==> src/rtl/regfile_write_arbiter.sv <==
// regfile_write_arbiter: round-robin merge of two write-back FIFOs onto one register-file write port
// Ports: Clk, Rst (synchronous, active-high)
//        ReqValidA/ReqReadyA/ReqRegA/ReqDataA  port A (ALU) push interface
//        ReqValidB/ReqReadyB/ReqRegB/ReqDataB  port B (load) push interface
//        RegWrite/WriteRegister/WriteData      registered register-file write stage
//        Idle                                  nothing queued and no write in flight
// Build option HAZARD_CHECK_EN adds ReadRegister1/2 inputs and combinational Pending1/2 outputs.
module regfile_write_arbiter #(
  parameter int DATA_WIDTH = 32,
  parameter int ADDR_WIDTH = 5,
  parameter int DEPTH      = 2
) (
  input  logic                  Clk,
  input  logic                  Rst,
  input  logic                  ReqValidA,
  output logic                  ReqReadyA,
  input  logic [ADDR_WIDTH-1:0] ReqRegA,
  input  logic [DATA_WIDTH-1:0] ReqDataA,
  input  logic                  ReqValidB,
  output logic                  ReqReadyB,
  input  logic [ADDR_WIDTH-1:0] ReqRegB,
  input  logic [DATA_WIDTH-1:0] ReqDataB,
  output logic                  RegWrite,
  output logic [ADDR_WIDTH-1:0] WriteRegister,
  output logic [DATA_WIDTH-1:0] WriteData,
  output logic                  Idle
`ifdef HAZARD_CHECK_EN
  ,
  input  logic [ADDR_WIDTH-1:0] ReadRegister1,
  input  logic [ADDR_WIDTH-1:0] ReadRegister2,
  output logic                  Pending1,
  output logic                  Pending2
`endif
);
  localparam int PW = $clog2(DEPTH);
  localparam int CW = PW + 1;
  logic [1:0] valid, ready, push, ne, grant;
  logic [1:0][ADDR_WIDTH-1:0] req_reg, head_reg;
  logic [1:0][DATA_WIDTH-1:0] req_data, head_data;
  logic [ADDR_WIDTH-1:0] sel_reg;
  logic [DATA_WIDTH-1:0] sel_data;
  logic last_b;
`ifdef HAZARD_CHECK_EN
  logic [1:0] hit1, hit2;
`endif
  assign valid     = {ReqValidB, ReqValidA};
  assign req_reg   = {ReqRegB, ReqRegA};
  assign req_data  = {ReqDataB, ReqDataA};
  assign ReqReadyA = ready[0];
  assign ReqReadyB = ready[1];
  // index 0 is port A, index 1 is port B
  for (genvar p = 0; p < 2; p++) begin : g_fifo
    logic [ADDR_WIDTH-1:0] mem_reg [DEPTH];
    logic [DATA_WIDTH-1:0] mem_data [DEPTH];
    logic [PW-1:0] rd, wr;
    logic [CW-1:0] cnt;
    // ready comes from the registered count only, so a full FIFO stays closed even while popping
    assign ready[p]     = cnt != CW'(DEPTH);
    assign ne[p]        = cnt != '0;
    assign push[p]      = valid[p] && ready[p];
    assign head_reg[p]  = mem_reg[rd];
    assign head_data[p] = mem_data[rd];
    always_ff @(posedge Clk) begin
      if (push[p]) begin
        mem_reg[wr]  <= req_reg[p];
        mem_data[wr] <= req_data[p];
      end
    end
    // DEPTH is a power of two, so pointers wrap by natural overflow
    always_ff @(posedge Clk) begin
      if (Rst) begin
        rd  <= '0;
        wr  <= '0;
        cnt <= '0;
      end else begin
        rd  <= rd + PW'(grant[p]);
        wr  <= wr + PW'(push[p]);
        cnt <= cnt + CW'(push[p]) - CW'(grant[p]);
      end
    end
`ifdef HAZARD_CHECK_EN
    logic [PW-1:0] off;
    logic h1, h2;
    // a slot is live when its distance from the read pointer is below the count
    always_comb begin
      h1  = 1'b0;
      h2  = 1'b0;
      off = '0;
      for (int i = 0; i < DEPTH; i++) begin
        off = PW'(i) - rd;
        if (CW'(off) < cnt) begin
          h1 = h1 | (mem_reg[i] == ReadRegister1);
          h2 = h2 | (mem_reg[i] == ReadRegister2);
        end
      end
    end
    assign hit1[p] = h1;
    assign hit2[p] = h2;
`endif
  end
  // last_b=1 means B won the last contention, so A takes the next one
  assign grant[0] = ne[0] && (!ne[1] || last_b);
  assign grant[1] = ne[1] && !grant[0];
  assign sel_reg  = grant[1] ? head_reg[1] : head_reg[0];
  assign sel_data = grant[1] ? head_data[1] : head_data[0];
  always_ff @(posedge Clk) begin
    if (Rst) begin
      RegWrite      <= 1'b0;
      WriteRegister <= '0;
      WriteData     <= '0;
      last_b        <= 1'b1;
    end else begin
      // register-0 entries still pop and load the stage, they just never assert the write
      RegWrite <= |grant && (sel_reg != '0);
      if (|grant) begin
        WriteRegister <= sel_reg;
        WriteData     <= sel_data;
      end
      if (&ne) last_b <= grant[1];
    end
  end
  assign Idle = !(|ne) && !RegWrite;
`ifdef HAZARD_CHECK_EN
  assign Pending1 = (ReadRegister1 != '0) && (|hit1 || (RegWrite && WriteRegister == ReadRegister1));
  assign Pending2 = (ReadRegister2 != '0) && (|hit2 || (RegWrite && WriteRegister == ReadRegister2));
`endif
endmodule

==> config.mk <==
export PLATFORM = sky130hd
export DESIGN_NAME = regfile_write_arbiter
export DESIGN_NICKNAME = d
export VERILOG_FILES = /design/src/rtl/regfile_write_arbiter.sv
export SDC_FILE = /design/constraint.sdc
export NUM_CORES = 1
export LEC_CHECK = 0
export CAP_MARGIN = 15
export CORE_MARGIN = 2
export CORE_UTILIZATION = 57
export DETAILED_ROUTE_END_ITERATION = 10
export PLACE_DENSITY = 0.88
export SKIP_LAST_GASP = 1
export SLEW_MARGIN = 20
export SYNTH_ARGS = -nofsm -noshare
export SYNTH_HDL_FRONTEND = slang
export SYNTH_SLANG_ARGS = --single-unit
==> constraint.sdc <==
create_clock -name Clk -period 6.03 [get_ports Clk]
set_input_delay 1.206 -clock Clk [delete_from_list [all_inputs] [get_ports Clk]]
set_output_delay 1.206 -clock Clk [all_outputs]
set_load 0.05 [all_outputs]
== Yosys cells after proc, flatten, opt, wreduce, memory -nomap -nowiden ==
Memories as Yosys holds them, arrays and structs flattened. A register that Yosys moved wholly into a read port is not among the register bits.
Index checks and enable logic that the tools add are counted.

* Reduce and logical (&&, ||, !) cells: 17
* Eq/ne operators: 2
* Add/subtract/negate cells: 8
* Muxes and demuxes: 10

{| class="wikitable"
|+ Operators with widths
! cell !! number
|-
| 32-bit two-way mux || 1
|-
| 1-bit two-way mux || 8
|-
| 1-bit logical AND || 6
|-
| 5-bit two-way mux || 1
|-
| 5-bit nonzero test || 1
|-
| 1-bit adder || 4
|-
| 2-bit by 1-bit adder with 2-bit output || 2
|-
| 1-bit logical NOT || 4
|-
| 2-bit != test (second input constant) || 2
|-
| 2-bit nonzero test || 2
|-
| 2-bit OR reduction || 2
|-
| 2-bit by 1-bit subtractor with 2-bit output || 2
|-
| 2-bit AND reduction || 1
|-
| 1-bit logical OR || 1
|}

* Memory bits (writable): 148
* Register bits: 47
* Logic and storage cells: 51
* Output and inout port bits: 41
* Memories kept: 4

{| class="wikitable"
|+ Memories
! memory !! depth !! bits a word !! rd ports !! clocked after Yosys merged registers in !! write ports !! RTL line !! source
|-
| g_fifo[0].mem_data || 2 || 32 || 1 || 1 || 1 || 54 || <nowiki>logic [DATA_WIDTH-1:0] mem_data [DEPTH];</nowiki>
|-
| g_fifo[1].mem_data || 2 || 32 || 1 || 1 || 1 || 54 ||
|-
| g_fifo[0].mem_reg || 2 || 5 || 1 || 1 || 1 || 53 || <nowiki>logic [ADDR_WIDTH-1:0] mem_reg [DEPTH];</nowiki>
|-
| g_fifo[1].mem_reg || 2 || 5 || 1 || 1 || 1 || 53 ||
|}

== Depth between registers and ports, before layout ==
* Depth after elaboration: 9
* Gate-level depth with buffers: 12

== Least setup slack after synthesis ==
Ideal clock, no wire load.

* Path type: register to output
* Start point: register g_fifo[0].cnt[1]
* End point: output Idle
* Cell stages (with the launch flop): 6
* Path slack: 2939 ps
* Path buffers: 2
* Required time: 4824 ps
* Data arrival time: 1885 ps
* Path through: dfxtp_1 > or2_4 > or3_1 > buf_2 > buf_1 > nor2_1

* Longest elaborated chain between the ends: 4

{| class="wikitable"
|+ RTL lines
! item !! RTL line !! source
|-
| from (decl) || 56 || <nowiki>logic [CW-1:0] cnt;</nowiki>
|-
| from (signal assigned) || 78 || <nowiki>cnt <= cnt + CW'(push[p]) - CW'(grant[p]);</nowiki>
|-
| 2-bit nonzero test || 59 || <nowiki>assign ne[p] = cnt != '0;</nowiki>
|-
| 2-bit OR reduction || 122 || <nowiki>assign Idle = !(|ne) && !RegWrite;</nowiki>
|-
| 1-bit logical NOT || 122 ||
|-
| 1-bit logical AND || 122 ||
|-
| to (decl) || 26 || <nowiki>output logic Idle</nowiki>
|}

No other way between the ends.

== Final worst setup path ==
Same ends and word-level chain as after synthesis.

==> results.toml <==
[outcome]
status = "finished, final reports clean"

[final_layout]
antenna_cells = 0
syn2layout_area_growth_pct = 25.04
largest_reg_flops = 128
drive_gt1_frac = 0.1073
num-nets-final = 661
layout_commonest_cell = "edfxtp_1"
final_cell_mix = "edfxtp_1, clkdlybuf4s50_1, nor2_1"

[clocking]
cts_tree = "done"
clock-sinks = 195
cts-resized-gates = 0
numCtsBuffers = 17
h-tree-depth = 4
cts_setup_buffers = 0
clock_path_buffers = 2
cts-root-buf = "clkbuf_16"
cts.clk_slew.worst_paths_ns = 0.07
clock_latency_ns = 0.43
cts_hold_buf = 0

[worst_setup_path]
crit_chain = "or2_4 > or3_2 > nor2_1 > clkdlybuf4s50_1"
cp.required_ns = 4.82
r2r_slack_ns = 3.37
timing.rr.end = "WriteData[19]"
path_max_fanout = 37
critPathKind = "register to primary output"
cp_top_family = "simple AND/OR/NAND/NOR gates"
cp-end-kind = "primary output"
r2r_start = "g_fifo[0].cnt[1]"
critPathSlowestCell = "clkdlybuf4s50_1"
critPathMaxStageDelay_ns = 0.82
cp-start-kind = "register"
cp.arrival_ns = 2.89
cp_num_buf_inv = 1
worst-r2r-cell-count = 6

[global_route]
grt_pass1_wl_um = 24500
grt_max_degree = 75
overflow = 0
grt_antenna_before_repair = 0
grt_pass1_vias = 4681
gr-usage-all-layers = 0.2333

[synthesis]
ys_types = 36
synth_area_um2 = 7470
synth_enable_flop_cells = 148
ys_seq_area_frac = 0.7209
ys_warn_count = 0
ys_async_sr_fraction = 0
avgSynthCellArea_um2 = 15.99
synth_fp_nets = 553
synthFlopType = "edfxtp_1"
synth.ff_latch_count = 195
synthCells = 467

[floorplan]
coreArea_um2 = 12720
io_pins = 119
die_w_um = 118.5
rows = 41
die_area_um2 = 14040
dieHeight_um = 118.5
start_util = 0.5871

[drt]
drc = 0
first_iter_violations = 441
vias = 4448
viasPerCell = 5.860
drtPass1Iterations = 6
drt-total-wl_um = 15940
antenna_left = 0
routedWlPerCell_um = 21.01

[worst_hold_path]
min_path_cells = 2
whs_endpoint = "WriteData[16]"
hold_start = "WriteData[16]"
hold_class = "register to register"

[sta]
hold_slack_ns = 0.4571
worst_pin_slew_ns = 1.092
setup_viol = 0
finalMaxSlewViolations = 0
finalCritPeriodShare = 0.6794
max_freq_mhz = 244.1
min_period_ns = 4.097
rsz0062_at_grt = "no"
timing.setup.tns_ns = 0
worst_clock_skew_ns = 0.006881
finalHoldViolations = 0
slew_headroom = 0.2717

[placement]
port_buffers = 118
finalWeightedCongestion = 0.7685
dp_hpwl_um = 9564

[pwr]
peakVddDrop_v = 0.0003498
power_density_nw_per_um2 = 522.1
p_leak_nw = 3.081

[flow_run]
cap_violations = 0
[worst max path at each step]
stage / end / cells after the start / slack, ns / from
after detailed placement: Idle / 4 / 2.40 / g_fifo[0].cnt[1]
after global placement: Idle / 4 / 2.44 / g_fifo[0].cnt[1]
final: Idle / 4 / 1.93 / g_fifo[0].cnt[1]
after CTS: Idle / 4 / 1.92 / g_fifo[0].cnt[1]
after global routing: Idle / 4 / 1.82 / g_fifo[0].cnt[1]
after floorplan: Idle / 5 / 2.94 / g_fifo[0].cnt[1]
[Yosys cell counts, types with 2 or more instances]
cell	count	area, um2
buf_4	5	37.54
mux2_2	2	22.52
buf_1	4	15.01
inv_1	6	22.52
a21oi_1	2	10.01
xor2_1	3	26.28
nor4_1	3	18.77
ha_1	8	100.1
edfxtp_1	148	4444
a2111oi_2	17	255.2
mux2i_1	36	360.4
nand2_1	3	11.26
buf_6	3	33.78
nor3_1	3	15.01
dfxtp_1	47	940.9
a2111oi_0	27	236.5
a2111oi_1	26	260.3
buf_2	7	35.03
nor2b_1	38	237.7
and2_1	3	18.77
clkbuf_1	13	48.80
xnor2_1	4	35.03
nor2_1	46	172.7
[per-layer routing]
metal	wire (um)	global-route usage	vias up
met5	0	0	-
met4	463	0.1176	0
met3	998	0.05212	29
met2	8481	0.4068	178
met1	6001	0.2710	2197
li1	-	-	2044
[where the power goes]
group | leakage (nW) | internal (mW) | switching [mW] | total (mW)
clock | 0.293 | 0.710 | 0.465 | 1.18
combinational | 1.02 | 0.631 | 1.16 | 1.79
sequential | 1.77 | 1.75 | 0.166 | 1.91
[cell families (layout without fill, tap and decap cells)]
logic type,count (synthesis),in the layout,synth area share
and+or+nand+nor,102,102,0.07019
DFF,195,195,0.7209
muxes,38,38,0.05126
xor gates and xnor gates,7,7,0.008208
adders and majority gates,8,8,0.01340
buffers and inverters,40,160,0.02898
AOI/OAI and AO/OA,77,77,0.1070
[stage by stage]
stage | power (mW) | utilization | instances | worst slack [ns] | cell area (um2)
final | 4.877 | 0.7342 | 759 | 1.933 | 9340
after global routing | 5.086 | 0.7342 | 759 | 1.819 | 9340
after CTS | 4.900 | 0.7340 | 759 | 1.920 | 9338
after detailed placement | 3.711 | 0.6855 | 728 | 2.400 | 8721
after global placement | 3.617 | 0.6855 | 728 | 2.435 | 8721
after floorplan | 3.215 | - | 467 | 2.939 | 7470
[worst reg2reg max path, cell delays in order (launching register included)]
cell and delay (ns):
dfxtp_1 0.35, or2_4 0.29, a21o_1 0.23, inv_2 0.07
buf_4 0.68, a2111oi_0 0.27, a2111oi_1 0.61
[layout make-up]
type / count / area [um2]
flip-flops and latches: 195 / 5388
fillers: 811 / 3382
multi-input cells: 232 / 1886
repair buffers: 122 / 1209
clock buffers: 21 / 460.4
well taps: 172 / 215.2
clock inverters: 10 / 156.4
inverters: 7 / 26.28
(Power assumes the default switching activity.)
